**src/rtl/vector_sweeper_pkg.sv**
```systemverilog
// rtl/vector_sweeper_pkg.sv - shared constants and FSM encoding for vector_sweeper
package vector_sweeper_pkg;

    // Sweep controller states
    typedef enum logic [1:0] {
        ST_IDLE = 2'd0,
        ST_RUN  = 2'd1,
        ST_DONE = 2'd2
    } state_t;

    // Truth table of y = (~b & ~c) | (a & ~b), bit index {a,b,c}
    localparam logic [7:0] DEFAULT_EXPECTED = 8'h31;

    // Width of the {a,b,c} stimulus vector
    localparam int VEC_W = 3;

endpackage

```
**src/rtl/vector_sweeper_if.sv**
```systemverilog
// rtl/vector_sweeper_if.sv - stimulus/result bundle between sweeper and its environment
//
// Signals:
//   start      - begin a sweep (honoured in IDLE/DONE only)
//   a, b, c    - stimulus vector driven to the function under test
//   y          - result returned by the function under test
//   busy, done - sweep running / sweep finished
//   pass       - no mismatches in the last sweep (valid with done)
//   err_cnt    - mismatch count 0..8
//   fail_valid - a mismatch has been recorded this sweep
//   first_fail - {a,b,c} of the first mismatch
// Modports: master = sweeper side, slave = environment side.
interface vector_sweeper_if;
    import vector_sweeper_pkg::*;

    logic             start;
    logic             a;
    logic             b;
    logic             c;
    logic             y;
    logic             busy;
    logic             done;
    logic             pass;
    logic [3:0]       err_cnt;
    logic             fail_valid;
    logic [VEC_W-1:0] first_fail;

    modport master (
        input  start, y,
        output a, b, c, busy, done, pass, err_cnt, fail_valid, first_fail
    );

    modport slave (
        output start, y,
        input  a, b, c, busy, done, pass, err_cnt, fail_valid, first_fail
    );

endinterface

```
**src/rtl/vector_sweeper_dwell_timer.sv**
```systemverilog
// rtl/vector_sweeper_dwell_timer.sv - hold-time counter with one-cycle tick at DWELL-1
//
// Ports:
//   clk   - clock
//   rst_n - asynchronous active-low reset
//   clr   - synchronous clear to 0 (wins over en)
//   en    - count enable
//   tick  - high for the cycle in which the count equals DWELL-1 while enabled
module dwell_timer #(
    parameter int unsigned DWELL = 10
) (
    input  logic clk,
    input  logic rst_n,
    input  logic clr,
    input  logic en,
    output logic tick
);

    // Minimal width able to hold DWELL-1, never less than one bit
    localparam int CW = (DWELL > 1) ? $clog2(DWELL) : 1;
    localparam logic [CW-1:0] LAST = CW'(DWELL - 1);

    logic [CW-1:0] cnt;

    assign tick = en && (cnt == LAST);

    always_ff @(posedge clk or negedge rst_n) begin
        if (!rst_n) begin
            cnt <= '0;
        end else if (clr) begin
            cnt <= '0;
        end else if (en) begin
            if (cnt == LAST) begin
                cnt <= '0;
            end else begin
                cnt <= cnt + CW'(1);
            end
        end
    end

endmodule

```
**src/rtl/vector_sweeper.sv**
```systemverilog
// rtl/vector_sweeper.sv - walks {a,b,c} 000..111, checks y against a truth table
//
// Parameters:
//   DWELL    - cycles each vector is held (1..255)
//   EXPECTED - expected y per vector, bit index {a,b,c}
// Ports:
//   clk   - clock, rising edge
//   rst_n - asynchronous active-low reset
//   bus   - vector_sweeper_if.master (start, a/b/c, y, status and results)
module vector_sweeper
    import vector_sweeper_pkg::*;
#(
    parameter int unsigned DWELL    = 10,
    parameter logic [7:0]  EXPECTED = DEFAULT_EXPECTED
) (
    input logic              clk,
    input logic              rst_n,
    vector_sweeper_if.master bus
);

    state_t           state;
    state_t           state_nxt;
    logic [VEC_W-1:0] idx;
    logic [3:0]       err_q;
    logic [3:0]       err_nxt;
    logic             fail_valid_q;
    logic [VEC_W-1:0] first_fail_q;
    logic             pass_q;
    logic             tick;
    logic             start_ok;
    logic             last_vec;
    logic             mismatch;
    logic             cmp_edge;

    // start only counts outside RUN, so a running sweep cannot be restarted
    assign start_ok = bus.start && (state != ST_RUN);
    assign cmp_edge = (state == ST_RUN) && tick;
    assign last_vec = (idx == VEC_W'(7));
    assign mismatch = (bus.y != EXPECTED[idx]);
    // Count including the compare happening on this edge; feeds pass on the last vector
    assign err_nxt  = err_q + {3'b000, mismatch};

    dwell_timer #(
        .DWELL(DWELL)
    ) u_dwell_timer (
        .clk  (clk),
        .rst_n(rst_n),
        .clr  (start_ok),
        .en   (state == ST_RUN),
        .tick (tick)
    );

    always_ff @(posedge clk or negedge rst_n) begin
        if (!rst_n) begin
            state <= ST_IDLE;
        end else begin
            state <= state_nxt;
        end
    end

    always_comb begin
        state_nxt = state;
        case (state)
            ST_IDLE, ST_DONE: begin
                if (bus.start) begin
                    state_nxt = ST_RUN;
                end
            end
            ST_RUN: begin
                if (tick && last_vec) begin
                    state_nxt = ST_DONE;
                end
            end
            default: state_nxt = ST_IDLE;
        endcase
    end

    always_ff @(posedge clk or negedge rst_n) begin
        if (!rst_n) begin
            idx          <= '0;
            err_q        <= '0;
            fail_valid_q <= 1'b0;
            first_fail_q <= '0;
            pass_q       <= 1'b0;
        end else if (start_ok) begin
            idx          <= '0;
            err_q        <= '0;
            fail_valid_q <= 1'b0;
            first_fail_q <= '0;
            pass_q       <= 1'b0;
        end else if (cmp_edge) begin
            err_q <= err_nxt;
            if (mismatch && !fail_valid_q) begin
                fail_valid_q <= 1'b1;
                first_fail_q <= idx;
            end
            if (last_vec) begin
                pass_q <= (err_nxt == 4'd0);
                idx    <= '0;
            end else begin
                idx <= idx + VEC_W'(1);
            end
        end
    end

    // Vector is only driven while running; IDLE and DONE present 000
    assign {bus.a, bus.b, bus.c} = (state == ST_RUN) ? idx : '0;
    assign bus.busy       = (state == ST_RUN);
    assign bus.done       = (state == ST_DONE);
    assign bus.pass       = pass_q;
    assign bus.err_cnt    = err_q;
    assign bus.fail_valid = fail_valid_q;
    assign bus.first_fail = first_fail_q;

endmodule
```
**src/flat_wrapper.sv**
```systemverilog
// flat-port wrapper written by rule: the top's interface ports become plain ports
module vector_sweeper_flat import vector_sweeper_pkg::*;
#(
    parameter int unsigned DWELL    = 10,
    parameter logic [7:0]  EXPECTED = DEFAULT_EXPECTED
)
  (clk, rst_n, bus_start, bus_y, bus_a, bus_b, bus_c, bus_busy, bus_done, bus_pass, bus_err_cnt, bus_fail_valid, bus_first_fail);
  vector_sweeper_if bus_i ();
  input logic clk;
  input logic rst_n;
  input wire logic [$bits(bus_i.start)-1:0] bus_start;
  input wire logic [$bits(bus_i.y)-1:0] bus_y;
  output wire logic [$bits(bus_i.a)-1:0] bus_a;
  output wire logic [$bits(bus_i.b)-1:0] bus_b;
  output wire logic [$bits(bus_i.c)-1:0] bus_c;
  output wire logic [$bits(bus_i.busy)-1:0] bus_busy;
  output wire logic [$bits(bus_i.done)-1:0] bus_done;
  output wire logic [$bits(bus_i.pass)-1:0] bus_pass;
  output wire logic [$bits(bus_i.err_cnt)-1:0] bus_err_cnt;
  output wire logic [$bits(bus_i.fail_valid)-1:0] bus_fail_valid;
  output wire logic [$bits(bus_i.first_fail)-1:0] bus_first_fail;
  assign bus_i.start = bus_start;
  assign bus_i.y = bus_y;
  assign bus_a = bus_i.a;
  assign bus_b = bus_i.b;
  assign bus_c = bus_i.c;
  assign bus_busy = bus_i.busy;
  assign bus_done = bus_i.done;
  assign bus_pass = bus_i.pass;
  assign bus_err_cnt = bus_i.err_cnt;
  assign bus_fail_valid = bus_i.fail_valid;
  assign bus_first_fail = bus_i.first_fail;
  vector_sweeper #(.DWELL(DWELL), .EXPECTED(EXPECTED)) u_core (.clk(clk), .rst_n(rst_n), .bus(bus_i));
endmodule
```
**config.mk**
```make
export PLATFORM = sky130hd
export DESIGN_NAME = vector_sweeper_flat
export DESIGN_NICKNAME = d
export VERILOG_FILES = /design/src/rtl/vector_sweeper_pkg.sv /design/src/rtl/vector_sweeper_if.sv /design/src/rtl/vector_sweeper_dwell_timer.sv /design/src/rtl/vector_sweeper.sv /design/src/flat_wrapper.sv
export SDC_FILE = /design/constraint.sdc
export NUM_CORES = 1
export LEC_CHECK = 0
export CORE_ASPECT_RATIO = 0.7
export CORE_MARGIN = 2
export CORE_UTILIZATION = 35
export DETAILED_ROUTE_END_ITERATION = 8
export PLACE_DENSITY = 0.62
export SYNTH_ARGS = -nofsm -noshare
export SYNTH_HDL_FRONTEND = slang
export SYNTH_SLANG_ARGS = --single-unit
```
**constraint.sdc**
```tcl
create_clock -name clk -period 2.5 [get_ports clk]
set_clock_uncertainty 0.15 [all_clocks]
set_input_delay 0.5 -clock clk [delete_from_list [all_inputs] [get_ports clk]]
set_output_delay 0.5 -clock clk [all_outputs]
set_load 0.01 [all_outputs]
```
; ---- After elaboration in Yosys (flattened, before gate mapping)
; Memory sizes are Yosys's and may differ from the RTL's.
; Index checks and enable logic that the tools add are counted.
[word_totals]
register_bits = 18
rom_bits = 8
inputBits = 4
out_inout_bits = 14
n_memories = 1
[classes]
addsub = 3
order_cmp = 1
eq_ne = 8
muxes = 22
reduce_logical = 16
[mem_list]
columns = name, words, width, rd, rd_ports_with_merged_regs, write_ports, line
row1 = (name not given), 8, 1, 1, 0, 0, vector_sweeper.sv:39  ; assign mismatch = (bus.y != EXPECTED[idx]);
[ops]
columns = operator, count
row1 = 3-bit 2-to-1 mux, 7
row2 = 4-bit 2-to-1 mux, 5
row3 = 2-bit nonzero test, 4
row4 = 1-bit 2-to-1 mux, 7
row5 = 2-bit AND reduction, 3
row6 = 1-bit logical AND, 5
row7 = 4-bit by 1-bit adder with 4-bit output, 1
row8 = "4-bit by 1-bit adder with 4-bit output, second input constant", 1
row9 = "4-bit == test, second input constant", 1
row10 = 4-bit zero test, 1
row11 = "3-bit by 4-bit < comparator with 1-bit output, second input constant", 1
row12 = 2-bit 2-to-1 mux, 2
row13 = "2-bit by 1-bit inequality test with 1-bit output, second input constant", 2
row14 = 2-bit one-hot mux with 2 select lines, 1
row15 = "3-bit by 1-bit adder with 3-bit output, second input constant", 1
row16 = "3-bit == test, second input constant", 1
row17 = "2-bit by 1-bit == test with 1-bit output, second input constant", 1
row18 = "2-bit == test, second input constant", 1
row19 = 2-bit zero test, 1
row20 = "2-bit inequality test, second input constant", 1
row21 = 2-bit OR reduction, 1
row22 = 1-bit zero test, 1
row23 = 1-bit inequality test, 1

; ---- Depth between registers and ports, before layout
[logic_depth]
depth_word = 8
mapped_depth = 10
mapped_depth_nobuf = 10

; ---- Modules after synthesis
; From an unflattened synthesis, not the netlist that was laid out.
[unflattened]
hier_cells = 100
area_unflattened_um2 = 1002.2
[by_module_without_submodules]
columns = mod, instances, cells_per_inst, area_each_um2
row1 = vector_sweeper, 1, 74, 760.7
row2 = dwell_timer, 1, 26, 241.5

; ---- Worst setup path before layout
; No wires, ideal clock.
[synth_timing]
path_kind = reg2reg
start = register u_core.idx[1]
end = register u_core.pass_q, in the netlist u_core.bus.pass
setup_time_ps = 110
arrival_ps = 1896
slack_ps = 344
stages_incl_launch_ff = 9
path_cell_list = dfrtp_1 -> inv_1 -> ha_1 -> nor2b_1 -> nor3_2 -> nor2_1 -> ha_1 -> ha_1 -> o41ai_1
[synth_via]
elab_chain_cells = 8
elab_cells_between_ends = 11
cone_classes = add/sub: 1 / eq/ne: 2 / mux: 4 / reduce/logical: 3 / memory: 1
[synth_lines]
columns = element, line
row1 = "start, declared", vector_sweeper.sv:23  ; logic [VEC_W-1:0] idx;
row2 = "start signal, assigned", vector_sweeper.sv:101  ; idx <= idx + VEC_W'(1);
row3 = memory read 8 x 1 bit, --
row4 = 1-bit 2-to-1 mux (not written as such), vector_sweeper.sv:39
row5 = 1-bit inequality test, vector_sweeper.sv:39
row6 = 4-bit by 1-bit adder with 4-bit output, vector_sweeper.sv:41  ; assign err_nxt = err_q + {3'b000, mismatch};
row7 = 4-bit zero test, vector_sweeper.sv:98  ; pass_q <= (err_nxt == 4'd0);
row8 = 1-bit 2-to-1 mux, vector_sweeper.sv:97  ; if (last_vec) begin
row9 = 1-bit 2-to-1 mux, vector_sweeper.sv:91  ; end else if (cmp_edge) begin
row10 = 1-bit 2-to-1 mux, vector_sweeper.sv:85  ; end else if (start_ok) begin
row11 = "end signal, assigned", vector_sweeper.sv:98
row12 = "end, declared", vector_sweeper.sv:28  ; logic pass_q;
; Parallel ways exist; a longest one is shown, timed or not. The select of a mux whose other input is x is not followed.
; A chain may end at the register's enable or synchronous reset.

; ---- Final worst setup path
[layout_timing]
start = register u_core.state[1]
end = output port bus_busy
[layout_via]
elab_chain_cells = 1
[layout_lines]
columns = element, line
row1 = "start, declared", vector_sweeper.sv:21  ; state_t state;
row2 = "start signal, assigned", vector_sweeper.sv:57  ; state <= state_nxt;
row3 = 2-bit by 1-bit == test with 1-bit output, vector_sweeper.sv:108  ; assign bus.busy = (state == ST_RUN);
row4 = "end, declared", flat_wrapper.sv:16  ; output wire logic [$bits(bus_i.busy)-1:0] bus_busy;
; Every way passes these cells.

==> impl_metrics.yaml <==
worst_setup_path:
  cp.arrival_ps: 1610
  crit_chain: "nand2b_1, inv_2, clkdlybuf4s50_1"
  reg2reg_to: "u_core.bus.pass$_DFFE_PN0P_"
  cp-startpoint: "u_core.state[1]$_DFFE_PN0P_"
  path_class: "reg -> out"
  worstReg2RegStart: "u_core.idx[1]$_DFFE_PN0P_"
  reg2regPathDepth: 8
  crit_family: "buffers and inverters"
  crit_buf_inv: 2
  crit_path_max_fanout: 6
  ff2ff_setup_slack_ps: 240
  slowest_stage: "clkdlybuf4s50_1"
  cp.depth: 3
  end_kind: "output port"
  cp.required_ps: 1850
  worstSetupEndpoint: "bus_busy"
  start_kind: "flip-flop"
  critPathMaxStageDelay_ps: 550
sta:
  rsz0062_at_grt: "no"
  hold_violations: 0
  setup_violations: 0
  drv_slew: 0
  setup_tns_ps: 0
  fmax_ghz: 0.4419
  timing.final.ws_setup_ps: 237.2
  min_period_ps: 2263
  slew_headroom_pct: 71.82
  fin_crit_sh_pct: 90.51
  tightest_slew_ps: 421.7
power_and_ir_drop:
  p_leak_nw: 0.5618
  power_density_nw_per_um2: 999.7
  ir_worst_vdd_mv: 0.4988
synthesis:
  synth_area_leader_cell: "dfrtp_1"
  synthFlopType: "dfrtp_1"
  synth_seq_cells: 18
  netlist_area_sq_um: 1002
  seq_area_frac_synth_pct: 44.94
  async_flop_share_pct: 100.0
  synth_top_area_share_pct: 44.94
  synthDistinctLibCells: 32
  synth-edff-count: 0
  synth_warnings: 0
  synthesis.nets: 114
  syn_inst: 103
  synthTopCellsByArea: "dfrtp_1, ha_1, nand2_1"
  avgSynthCellArea_sq_um: 9.730
floorplan:
  die-height_um: 48.77
  io_pins: 18
  die_w_um: 67.96
  rows: 16
  die_area_sq_um: 3314
  initial_core_util_pct: 36.28
  core_area_sq_um: 2763
place:
  dpl.hpwl_um: 1487
  numPortBuffers: 17
  dpl_worst_slack_ps: 136.6
  gp_congestion: 0.7725
clock_tree:
  cts_tree: "built"
  cts_setup_buffers: 0
  cts_sinks: 18
  clockBufferDepth: 2
  path_clk_slew_ps: 70
  htree_levels: 1
  root_buffer: "clkbuf_8"
  cts_hold_buffers: 0
  cts-buffers-inserted: 3
  clk_latency_ps: 250
cells_and_area:
  syn_to_final_growth_pct: 27.09
  num_antenna_cells: 0
  final_cell_mix: "nand2_1, clkdlybuf4s50_1, dfrtp_1"
  utilization_pct: 46.11
  drive_gt1_share_pct: 12.20
  fin_nets: 135
hold_path:
  hp-class: "reg -> reg"
grt:
  grt_antenna_before_repair: 0
  grt_pass1_wl_um: 3470
  grt_max_degree: 19
  groute.usage.overall_pct: 13.96
  grt_pass1_vias: 769
  grt_remaining_overflow: 0
routing:
  vias: 793
  antenna_left: 0
  drt_first_pass_iters: 4
  drc: 0
  wl_per_cell_um: 13.04
  drt_iter0_drc: 71
  via_per_inst: 4.987
  drt_wl_total_um: 2073
job:
  maxCapViolCount: 0
outcome:
  status: "finished clean"
## sequential cells by signal, summed over array words and instances (netlist names)
signal / count
u_core.u_dwell_timer.cnt: 4
u_core.state: 2
u_core.idx: 3
u_core.bus.pass: 1
u_core.bus.fail_valid: 1
u_core.bus.first_fail: 3
u_core.bus.err_cnt: 4
## through the flow
stage          instances  hold WS [ps]  area (sq um)  total power, mW
3_3_place_gp         155         323.3          1217            1.022
3_5_place_dp         155         342.4          1217            1.039
6_report             159         352.7          1274            1.273
5_1_grt              159         371.3          1274            1.384
2_1_floorplan        103         54.41          1002           0.8133
4_1_cts              159         352.3          1272            1.287
## cells by family after synthesis
family,synth area share (%)
compound gates,11.98
buf+inv,4.494
fa+ha+maj,8.739
xor+xnor,1.748
flops,44.94
simple gates,25.09
mux,2.996
## cell type report
cell class,count,area [sq um]
Inverter,6,22.52
Fill cell,261,1489
Tap cell,36,45.04
Timing Repair Buffer,20,192.7
Sequential cell,18,451.7
Multi-Input combinational cell,75,506.7
Clock buffer,4,55.05
## synth_stat cells, types with 2 or more instances
library cell,instances
a21oi_1,3
nor2_1,7
ha_1,7
buf_4,2
o21ai_0,5
mux2i_1,3
o31ai_1,3
nand3_1,8
nor2b_1,2
nand2_1,17
nand2b_1,3
dfrtp_1,18
clkbuf_1,2
inv_1,5
## worst register-to-register path: cells and delay by family, from the launching register on
| family | cells | cell delay [ps] |
|---|---|---|
| flip-flops | 1 | 440 |
| adder cells (fa/ha/maj) | 3 | 630 |
| buffers and inverters | 1 | 100 |
| AO/OA/AOI/OAI | 2 | 540 |
| AND/OR/NAND/NOR | 2 | 300 |
## routing by layer
metal	vias up	global-route usage, %	routed length [um]
li1	395	-	-
met1	379	19.65	1083
met2	19	21.04	879
met3	0	5.081	110
met4	0	2.000	0
met5	-	0	0
## how the worst min path moves through the flow
stage | startpoint | end | slack, ps | cells past startpoint
after floorplan | rst_n | u_core.bus.err_cnt[0]$_DFFE_PN0P_ | 50 | 0
after global placement | u_core.state[0]$_DFFE_PN0P_ | u_core.state[0]$_DFFE_PN0P_ | 320 | 1
after detailed placement | u_core.state[0]$_DFFE_PN0P_ | u_core.state[0]$_DFFE_PN0P_ | 340 | 1
after CTS | u_core.state[0]$_DFFE_PN0P_ | u_core.state[0]$_DFFE_PN0P_ | 350 | 1
after global routing | u_core.state[0]$_DFFE_PN0P_ | u_core.state[0]$_DFFE_PN0P_ | 370 | 1
final | u_core.state[0]$_DFFE_PN0P_ | u_core.state[0]$_DFFE_PN0P_ | 350 | 1
## where the power goes
part	leakage [nW]	internal (mW)	switching (mW)
clock network	0.0288	0.140	0.0999
logic	0.298	0.284	0.274
registers	0.235	0.386	0.0898
## what timing repair did
item / 4_1_cts / 5_1_grt
resized for setup: 0 / 1
setup endpoints to repair: 0 / 1
endpoints found under the hold margin: 0 / 0
Note: power is estimated with default switching activity, not from simulation.
